## config.mk

```make
export PLATFORM = sky130hd
export DESIGN_NAME = mul_sequencer_flat
export DESIGN_NICKNAME = d
export VERILOG_FILES = /design/src/rtl/cpu_pkg.sv /design/src/rtl/mul_sequencer_if.sv /design/src/rtl/mul_shift_add_dp.sv /design/src/rtl/mul_sequencer.sv /design/src/flat_wrapper.sv
export SDC_FILE = /design/constraint.sdc
export NUM_CORES = 1
export LEC_CHECK = 0
export ABC_AREA = 1
export CAP_MARGIN = 20
export CORE_MARGIN = 1.5
export CORE_UTILIZATION = 35
export DETAILED_ROUTE_END_ITERATION = 10
export PLACE_DENSITY = 0.67
export SETUP_SLACK_MARGIN = 0.5
export SKIP_LAST_GASP = 1
export SYNTH_ARGS = -nofsm -noshare
export SYNTH_HDL_FRONTEND = slang
export SYNTH_SLANG_ARGS = --single-unit
```

## constraint.sdc

```tcl
create_clock -name clk -period 2.4 [get_ports clk]
set_clock_uncertainty 0.05 [all_clocks]
set_input_delay 0.24 -clock clk [delete_from_list [all_inputs] [get_ports clk]]
set_output_delay 0.24 -clock clk [all_outputs]
set_load 0.05 [all_outputs]
```

## src/rtl/cpu_pkg.sv

```systemverilog
// rtl/cpu_pkg.sv - shared opcodes, status bit indices and multiply FSM states
package cpu_pkg;

  localparam logic [5:0] OP_MUL = 6'b100001;
  localparam logic [5:0] OP_MLS = 6'b100010;

  localparam int SR_Z = 0;
  localparam int SR_N = 1;
  localparam int SR_C = 2;
  localparam int SR_T = 3;
  localparam int SR_V = 4;
  localparam int SR_S = 5;
  localparam int SR_I = 7;

  typedef enum logic [2:0] {
    IDLE  = 3'd0,
    CALC  = 3'd1,
    FIX   = 3'd2,
    WR_HI = 3'd3,
    WR_LO = 3'd4
  } mul_state_t;

endpackage

```

## src/rtl/mul_sequencer_if.sv

```systemverilog
// rtl/mul_sequencer_if.sv - decode/writeback bundle between the pipeline and the multiply sequencer
interface mul_sequencer_if #(
  parameter int WIDTH = 16
) ();

  logic             start;
  logic [5:0]       encoded_opcode;
  logic [WIDTH-1:0] rs1data;
  logic [WIDTH-1:0] rs2data;
  logic [2:0]       reg_write_addr;
  logic [7:0]       statusregin;
  logic             flush;
  logic             busy;
  logic             wr_en;
  logic [2:0]       wr_addr;
  logic [WIDTH-1:0] wr_data;
  logic             status_we;
  logic [7:0]       statusregout;
  logic             done;

  modport master (
    output start, encoded_opcode, rs1data, rs2data, reg_write_addr, statusregin, flush,
    input  busy, wr_en, wr_addr, wr_data, status_we, statusregout, done
  );

  modport slave (
    input  start, encoded_opcode, rs1data, rs2data, reg_write_addr, statusregin, flush,
    output busy, wr_en, wr_addr, wr_data, status_we, statusregout, done
  );

endinterface

```

## src/rtl/mul_shift_add_dp.sv

```systemverilog
// rtl/mul_shift_add_dp.sv - shift-add multiplier datapath: operand/accumulator registers,
// 17-bit adder, right shifter and two's-complement fix-up of the product.
module mul_shift_add_dp #(
  parameter int WIDTH = 16
) (
  input  logic               clk,
  input  logic               rst_n,
  input  logic               i_load,
  input  logic               i_step,
  input  logic               i_fix,
  input  logic               i_sgn,
  input  logic [WIDTH-1:0]   i_a,
  input  logic [WIDTH-1:0]   i_b,
  output logic [2*WIDTH-1:0] o_product
);

  localparam logic [WIDTH-1:0]   ONE_W = WIDTH'(1);
  localparam logic [2*WIDTH-1:0] ONE_P = (2*WIDTH)'(1);

  logic [WIDTH-1:0]   r_a;
  logic [WIDTH-1:0]   r_b;
  logic [WIDTH-1:0]   r_acc;
  logic [WIDTH-1:0]   w_a_mag;
  logic [WIDTH-1:0]   w_b_mag;
  logic [WIDTH-1:0]   w_addend;
  logic [WIDTH:0]     w_sum;
  logic [2*WIDTH-1:0] w_neg;

  // Signed operands become magnitudes; 16'h8000 maps to 32768, which still fits unsigned.
  assign w_a_mag  = (i_sgn && i_a[WIDTH-1]) ? (~i_a + ONE_W) : i_a;
  assign w_b_mag  = (i_sgn && i_b[WIDTH-1]) ? (~i_b + ONE_W) : i_b;
  assign w_addend = r_b[0] ? r_a : '0;
  assign w_sum    = {1'b0, r_acc} + {1'b0, w_addend};
  assign w_neg    = ~{r_acc, r_b} + ONE_P;

  assign o_product = {r_acc, r_b};

  always_ff @(posedge clk or negedge rst_n) begin
    if (!rst_n) begin
      r_a   <= '0;
      r_b   <= '0;
      r_acc <= '0;
    end else if (i_load) begin
      r_a   <= w_a_mag;
      r_b   <= w_b_mag;
      r_acc <= '0;
    end else if (i_step) begin
      // {carry, acc, B} shifted right by one: carry lands in acc MSB, acc LSB in B MSB.
      r_acc <= w_sum[WIDTH:1];
      r_b   <= {w_sum[0], r_b[WIDTH-1:1]};
    end else if (i_fix) begin
      {r_acc, r_b} <= w_neg;
    end
  end

endmodule

```

## src/rtl/mul_sequencer.sv

```systemverilog
// rtl/mul_sequencer.sv - multi-cycle MUL/MLS controller: stalls the pipeline, runs the
// shift-add datapath, then writes the product high/low halves and the status register.
module mul_sequencer
  import cpu_pkg::*;
#(
  parameter int WIDTH = 16,
  parameter int CNT_W = 5
) (
  input logic               clk,
  input logic               rst_n,
  mul_sequencer_if.slave    bus
);

  mul_state_t         r_state;
  logic [CNT_W-1:0]   r_cnt;
  logic [2:0]         r_dest;
  logic               r_sgn;
  logic               r_neg_res;

  logic               w_valid_op;
  logic               w_accept;
  logic               w_step;
  logic               w_fix;
  logic [2*WIDTH-1:0] w_product;
  logic               w_hi;
  logic               w_lo;
  logic               w_n;
  logic [7:0]         w_status;

  assign w_valid_op = (bus.encoded_opcode == OP_MUL) || (bus.encoded_opcode == OP_MLS);
  assign w_accept   = (r_state == IDLE) && bus.start && w_valid_op && !bus.flush;
  assign w_step     = (r_state == CALC) && !bus.flush;
  assign w_fix      = (r_state == FIX) && r_neg_res && !bus.flush;

  mul_shift_add_dp #(.WIDTH(WIDTH)) u_dp (
    .clk       (clk),
    .rst_n     (rst_n),
    .i_load    (w_accept),
    .i_step    (w_step),
    .i_fix     (w_fix),
    .i_sgn     (bus.encoded_opcode == OP_MLS),
    .i_a       (bus.rs1data),
    .i_b       (bus.rs2data),
    .o_product (w_product)
  );

  always_ff @(posedge clk or negedge rst_n) begin
    if (!rst_n) begin
      r_state   <= IDLE;
      r_cnt     <= '0;
      r_dest    <= '0;
      r_sgn     <= 1'b0;
      r_neg_res <= 1'b0;
    end else if (bus.flush) begin
      r_state <= IDLE;
    end else begin
      case (r_state)
        IDLE: begin
          if (w_accept) begin
            r_dest    <= bus.reg_write_addr;
            r_sgn     <= (bus.encoded_opcode == OP_MLS);
            r_neg_res <= (bus.encoded_opcode == OP_MLS) &&
                         (bus.rs1data[WIDTH-1] ^ bus.rs2data[WIDTH-1]);
            r_cnt     <= '0;
            r_state   <= CALC;
          end
        end
        CALC: begin
          r_cnt <= r_cnt + CNT_W'(1);
          if (r_cnt == CNT_W'(WIDTH-1)) begin
            r_state <= r_sgn ? FIX : WR_HI;
          end
        end
        FIX:     r_state <= WR_HI;
        WR_HI:   r_state <= WR_LO;
        WR_LO:   r_state <= IDLE;
        default: r_state <= IDLE;
      endcase
    end
  end

  // A flush seen during a write cycle must kill that cycle's strobes, hence the gating.
  assign w_hi = (r_state == WR_HI) && !bus.flush;
  assign w_lo = (r_state == WR_LO) && !bus.flush;
  assign w_n  = r_sgn && w_product[2*WIDTH-1];

  always_comb begin
    w_status       = bus.statusregin & ((8'h1 << SR_T) | 8'h40 | (8'h1 << SR_I));
    w_status[SR_Z] = (w_product == '0);
    w_status[SR_N] = w_n;
    w_status[SR_C] = 1'b0;
    w_status[SR_V] = 1'b0;
    w_status[SR_S] = w_n;
  end

  assign bus.busy         = (r_state != IDLE);
  assign bus.wr_en        = w_hi || w_lo;
  assign bus.wr_addr      = w_hi ? r_dest : (w_lo ? (r_dest + 3'd1) : 3'd0);
  assign bus.wr_data      = w_hi ? w_product[2*WIDTH-1:WIDTH] :
                            (w_lo ? w_product[WIDTH-1:0] : '0);
  assign bus.status_we    = w_lo;
  assign bus.done         = w_lo;
  assign bus.statusregout = w_lo ? w_status : 8'h00;

endmodule
```

## src/flat_wrapper.sv

```systemverilog
// flat-port wrapper written by rule: the top's interface ports become plain ports
module mul_sequencer_flat import cpu_pkg::*;
#(
  parameter int WIDTH = 16,
  parameter int CNT_W = 5
)
  (clk, rst_n, bus_start, bus_encoded_opcode, bus_rs1data, bus_rs2data, bus_reg_write_addr, bus_statusregin, bus_flush, bus_busy, bus_wr_en, bus_wr_addr, bus_wr_data, bus_status_we, bus_statusregout, bus_done);
  mul_sequencer_if #(.WIDTH(WIDTH)) bus_i ();
  input logic clk;
  input logic rst_n;
  input wire logic [$bits(bus_i.start)-1:0] bus_start;
  input wire logic [$bits(bus_i.encoded_opcode)-1:0] bus_encoded_opcode;
  input wire logic [$bits(bus_i.rs1data)-1:0] bus_rs1data;
  input wire logic [$bits(bus_i.rs2data)-1:0] bus_rs2data;
  input wire logic [$bits(bus_i.reg_write_addr)-1:0] bus_reg_write_addr;
  input wire logic [$bits(bus_i.statusregin)-1:0] bus_statusregin;
  input wire logic [$bits(bus_i.flush)-1:0] bus_flush;
  output wire logic [$bits(bus_i.busy)-1:0] bus_busy;
  output wire logic [$bits(bus_i.wr_en)-1:0] bus_wr_en;
  output wire logic [$bits(bus_i.wr_addr)-1:0] bus_wr_addr;
  output wire logic [$bits(bus_i.wr_data)-1:0] bus_wr_data;
  output wire logic [$bits(bus_i.status_we)-1:0] bus_status_we;
  output wire logic [$bits(bus_i.statusregout)-1:0] bus_statusregout;
  output wire logic [$bits(bus_i.done)-1:0] bus_done;
  assign bus_i.start = bus_start;
  assign bus_i.encoded_opcode = bus_encoded_opcode;
  assign bus_i.rs1data = bus_rs1data;
  assign bus_i.rs2data = bus_rs2data;
  assign bus_i.reg_write_addr = bus_reg_write_addr;
  assign bus_i.statusregin = bus_statusregin;
  assign bus_i.flush = bus_flush;
  assign bus_busy = bus_i.busy;
  assign bus_wr_en = bus_i.wr_en;
  assign bus_wr_addr = bus_i.wr_addr;
  assign bus_wr_data = bus_i.wr_data;
  assign bus_status_we = bus_i.status_we;
  assign bus_statusregout = bus_i.statusregout;
  assign bus_done = bus_i.done;
  mul_sequencer #(.WIDTH(WIDTH), .CNT_W(CNT_W)) u_core (.clk(clk), .rst_n(rst_n), .bus(bus_i));
endmodule
```

==> summary.txt <==
Floorplanning
  • IO Pins: 84
  • Core box area: roughly 0.017 sq mm
  • Initial Util: 35.8%
  • DIE AREA: 0.0185 sq mm
  • Chip height: 136 um
  • # rows: 48
  • Die width: about 140 um

Timing
  • Crit share post-route: 91.6%
  • Hold slack: 378 ps
  • Fmax: about 450 MHz
  • Setup Viol. Count Final: 0
  • Endpoints failing hold: 0
  • RSZ-0062 raised after global routing: yes
  • TNS Setup: 0 ps
  • Final min period: between 2000 and 2500 ps
  • Slew Limit Fails: 0

Synth
  • Synth Cell Area: 0.00619 sq mm
  • Dominant cells by area after synthesis: dfrtp_1 (25%), nand2_1 (22%), nand3_1 (9.1%)
  • Yosys reg bits: 61
  • XOR/XNOR Fraction of Synth Area: 2.26%
  • Synth Area in Compound Gates: 8.92%
  • Synth unique cells: 43
  • Post-Synth Adder-Cell Area: approximately 4.8%
  • Mux cell area share after synthesis: 0%
  • Post-synthesis simple-gate area fraction: 46.4%
  • Synth area leader: dfrtp_1
  • Post-synth EDFFs: 0
  • Post-synthesis area per instance: 6.04 sq um
  • Seq/Total Area, Yosys: 24.7%
  • Ys async rst share: 100%
  • Synth top area share: 24.7%
  • Post-Syn Instances: between 1000 and 1500
  • Largest family of logic cells by synthesized area: simple AND/OR/NAND/NOR gates
  • Post-synth top flop: dfrtp_1
  • Synth warn: 0

Global route
  • Number of global-route vias before repair: 6517
  • Total GRT Usage: about 22%
  • Grt ovf: 0
  • Pin count of the biggest net entering global routing: 62
  • Initial antenna violation count: 0
  • First-pass GRT wire length: 31.7 mm

Outcome
  • Status: finished clean

Power
  • Sequential power share: a little under a quarter
  • Leak pwr: about 4.4 nW
  • Internal: 0.00426 W
  • Switch share: roughly half
  • Combinational Power Share: 62.3%
  • VDD IR-drop max: 535 uV
  • Clock power share: 14.3%
  • PD cells: 913 mW/mm^2
  • Switching power: 0.00430 W

Clocking
  • Clock Pin Slew Worst Setup and Hold Paths: 60 ps
  • Clock latency at the later pin of the worst-skew pair: between 300 and 400 ps
  • CTS max path bufs: 2
  • Number of CTS-inserted buffers: 9
  • CTS sink count: slightly above 60
  • TritonCTS clock tree: built
  • H-tree depth: 3
  • Root buffer cell: clkbuf_16

Place
  • Port bufs: between 70 and 80
  • DP HPWL: 14.5 mm
  • Routability cong.: ~0.93
  • Placed cell count: 1319

Worst setup path
  • Number of buffers and inverters on the critical path: 2
  • FF-to-FF End: u_core.u_dp.r_acc[15]
  • CP top delay family: simple AND/OR/NAND/NOR gates
  • Setup crit start kind: flip-flop
  • Critical Path Stages: 9
  • CP max-delay cell: dfrtp_1
  • Max FO, Critical Path: 2
  • Delay of the slowest critical-path stage: slightly below 400 ps
  • R2r setup slk: 240 ps
  • Required time of the critical path: 2110 ps
  • CP endpoint kind: primary output
  • Most used cell, CP: nor2_4
  • Worst R2R Path Depth: 18
  • Worst flop-to-flop path startpoint: u_core.u_dp.r_b[0]
  • CP arrival: 1910 ps
  • Critical path class: reg2out
  • CP Cell Sequence: inv_2, ha_4, nand2_4, nor2_4, nand2_2, nor2_4, nand4_1, nor4_4, buf_12

Drt
  • Mean routed wirelength per cell: around 15 um
  • DRT Pass-1 Iters: 5
  • DRT iter0 DRCs: 591
  • Vias per cell: 5.17
  • Detailed-route wire length: 21.1 mm
  • Vias: 7175
  • DRC violations left: 0
  • DRT antenna net count: 0

Layout
  • Fin cells: 1389
  • Nets: 1235
  • Layout cells sized above 1: 30.1%
  • Post-layout util: 54.2%
  • Layout area overhead: 51.5%
  • Fillcell total: 1630
  • Diode count: 0

Min path
  • Hold Path Class: in2reg
  • Endpoint, Worst Hold: u_core.r_dest[2]
  • Hold depth: 3
  • Hold path start: bus_reg_write_addr[2]

Run
  • Max_cap viols: 0
## repair_timing
action                                  4_1_cts  5_1_grt
pin swaps                                    15       67
gates resized for setup                      68      181
hold buffers                                  1        0
endpoints found under the setup margin       39       61
cloned                                        0        5
hold endpoints to repair                     61        0
buffers inserted                             26       22
## cells by family (layout without fill, tap and decap cells)
kind of cell / after synthesis / count (layout)
XOR/XNOR: 16 / 16
AO/OA/AOI/OAI: 96 / 96
AND/OR/NAND/NOR: 641 / 641
other: 1 / 2
adder cells (fa/ha/maj): 23 / 23
flip-flops: 61 / 61
buffers and inverters: 187 / 325
## worst register-to-register path, delay by kind of cell, from the launching register on
kind	cells	cell delay (ps)
fa+ha+maj	1	260
buf+inv	6	530
flops	1	390
simple gates	11	830
## cell usage in the layout (no fill, tap or decap), drive strengths merged
| cell | instances |
|---|---|
| clkinvlp | 2 |
| nor4 | 1 |
| xor2 | 15 |
| o221ai | 2 |
| and2 | 1 |
| or2 | 4 |
| conb | 2 |
| clkdlybuf4s50 | 46 |
| a21oi | 16 |
| o22ai | 16 |
| o2bb2ai | 1 |
| ha | 22 |
| inv | 157 |
| a31oi | 2 |
| nor3 | 16 |
| fa | 1 |
| nand3b | 8 |
| nand3 | 129 |
| clkinv | 5 |
| o211ai | 6 |
| nor2 | 108 |
| a22o | 1 |
| dfrtp | 61 |
| a2bb2oi | 1 |
| clkbuf | 15 |
| nand4 | 18 |
| xnor2 | 1 |
| nand2 | 356 |
| dlygate4sd3 | 1 |
| o21ai | 51 |
| buf | 99 |
## synth_stat cells, types with 2 or more instances
cell type,number
nor3_2,3
a21oi_1,15
xor2_1,15
inv_1,147
nand3_2,14
o211ai_1,6
inv_2,8
nand2_1,355
a31oi_1,2
nor3_1,12
nand3b_1,8
nand3_4,2
o21ai_1,15
o221ai_1,2
nor2_1,98
nand4_1,17
ha_1,22
nor2_4,5
o21ai_0,35
or2_2,4
nand3_1,113
buf_6,5
buf_4,12
clkbuf_1,2
nor2_2,5
buf_2,11
dfrtp_1,61
o22ai_1,16
## worst max path at each step
stage	slack [ps]	end	start
2_1_floorplan	150	bus_statusregout[5]	u_core.r_state[0]
3_3_place_gp	150	u_core.u_dp.r_acc[15]	bus_flush
3_5_place_dp	110	u_core.u_dp.r_acc[15]	bus_flush
4_1_cts	110	bus_statusregout[0]	u_core.u_dp.r_b[1]
5_1_grt	130	u_core.u_dp.r_acc[15]	u_core.u_dp.r_b[0]
6_report	200	bus_statusregout[0]	u_core.u_dp.r_b[0]
## flip-flops by register name (all words and copies together), names as in the netlist
name,cells
u_core.u_dp.r_a,16
u_core.u_dp.r_acc,16
u_core.u_dp.r_b,16
u_core.r_cnt,5
u_core.r_dest,3
u_core.r_state,3
u_core.r_neg_res,1
u_core.r_sgn,1
## power groups by stage
stage	combinational (W)	clock [W]	sequential, W
CTS	0.00441	0.00123	0.00192
floorplan	0.00297	0	0.00173
global placement	0.00384	0	0.00189
detailed placement	0.00390	0	0.00190
finish	0.00533	0.00122	0.00201
global route	0.00582	0.00128	0.00205
## layout make-up
cell class / count / area, sq um / share of cell area (%)
flip-flops and latches: 61 / 1530 / 16.3
multi-input cells: 778 / 4830 / 51.5
clock inverters: 7 / 51.3 / 0.547
well taps: 225 / 282 / 3.00
inverters: 157 / 622 / 6.63
clock buffers: 9 / 225 / 2.40
repair buffers: 152 / 1830 / 19.6
## layer usage
layer | GRT usage, % | vias to the layer above | wire (um)
met5 | 0 | - | 0
met4 | 7.92 | 0 | 574
met3 | 3.43 | 41 | 1190
met2 | 36.4 | 248 | 10300
met1 | 28.0 | 3335 | 8960
li1 | - | 3551 | -
## per-stage QoR
stage,worst slack (ps),area [sq um],total power [W]
floorplan,154,6430,0.00470
global placement,146,7660,0.00573
detailed placement,114,7660,0.00580
CTS,114,8470,0.00756
global route,126,9380,0.00915
finish,201,9380,0.00856
Note: power is estimated with default switching activity, not from simulation.
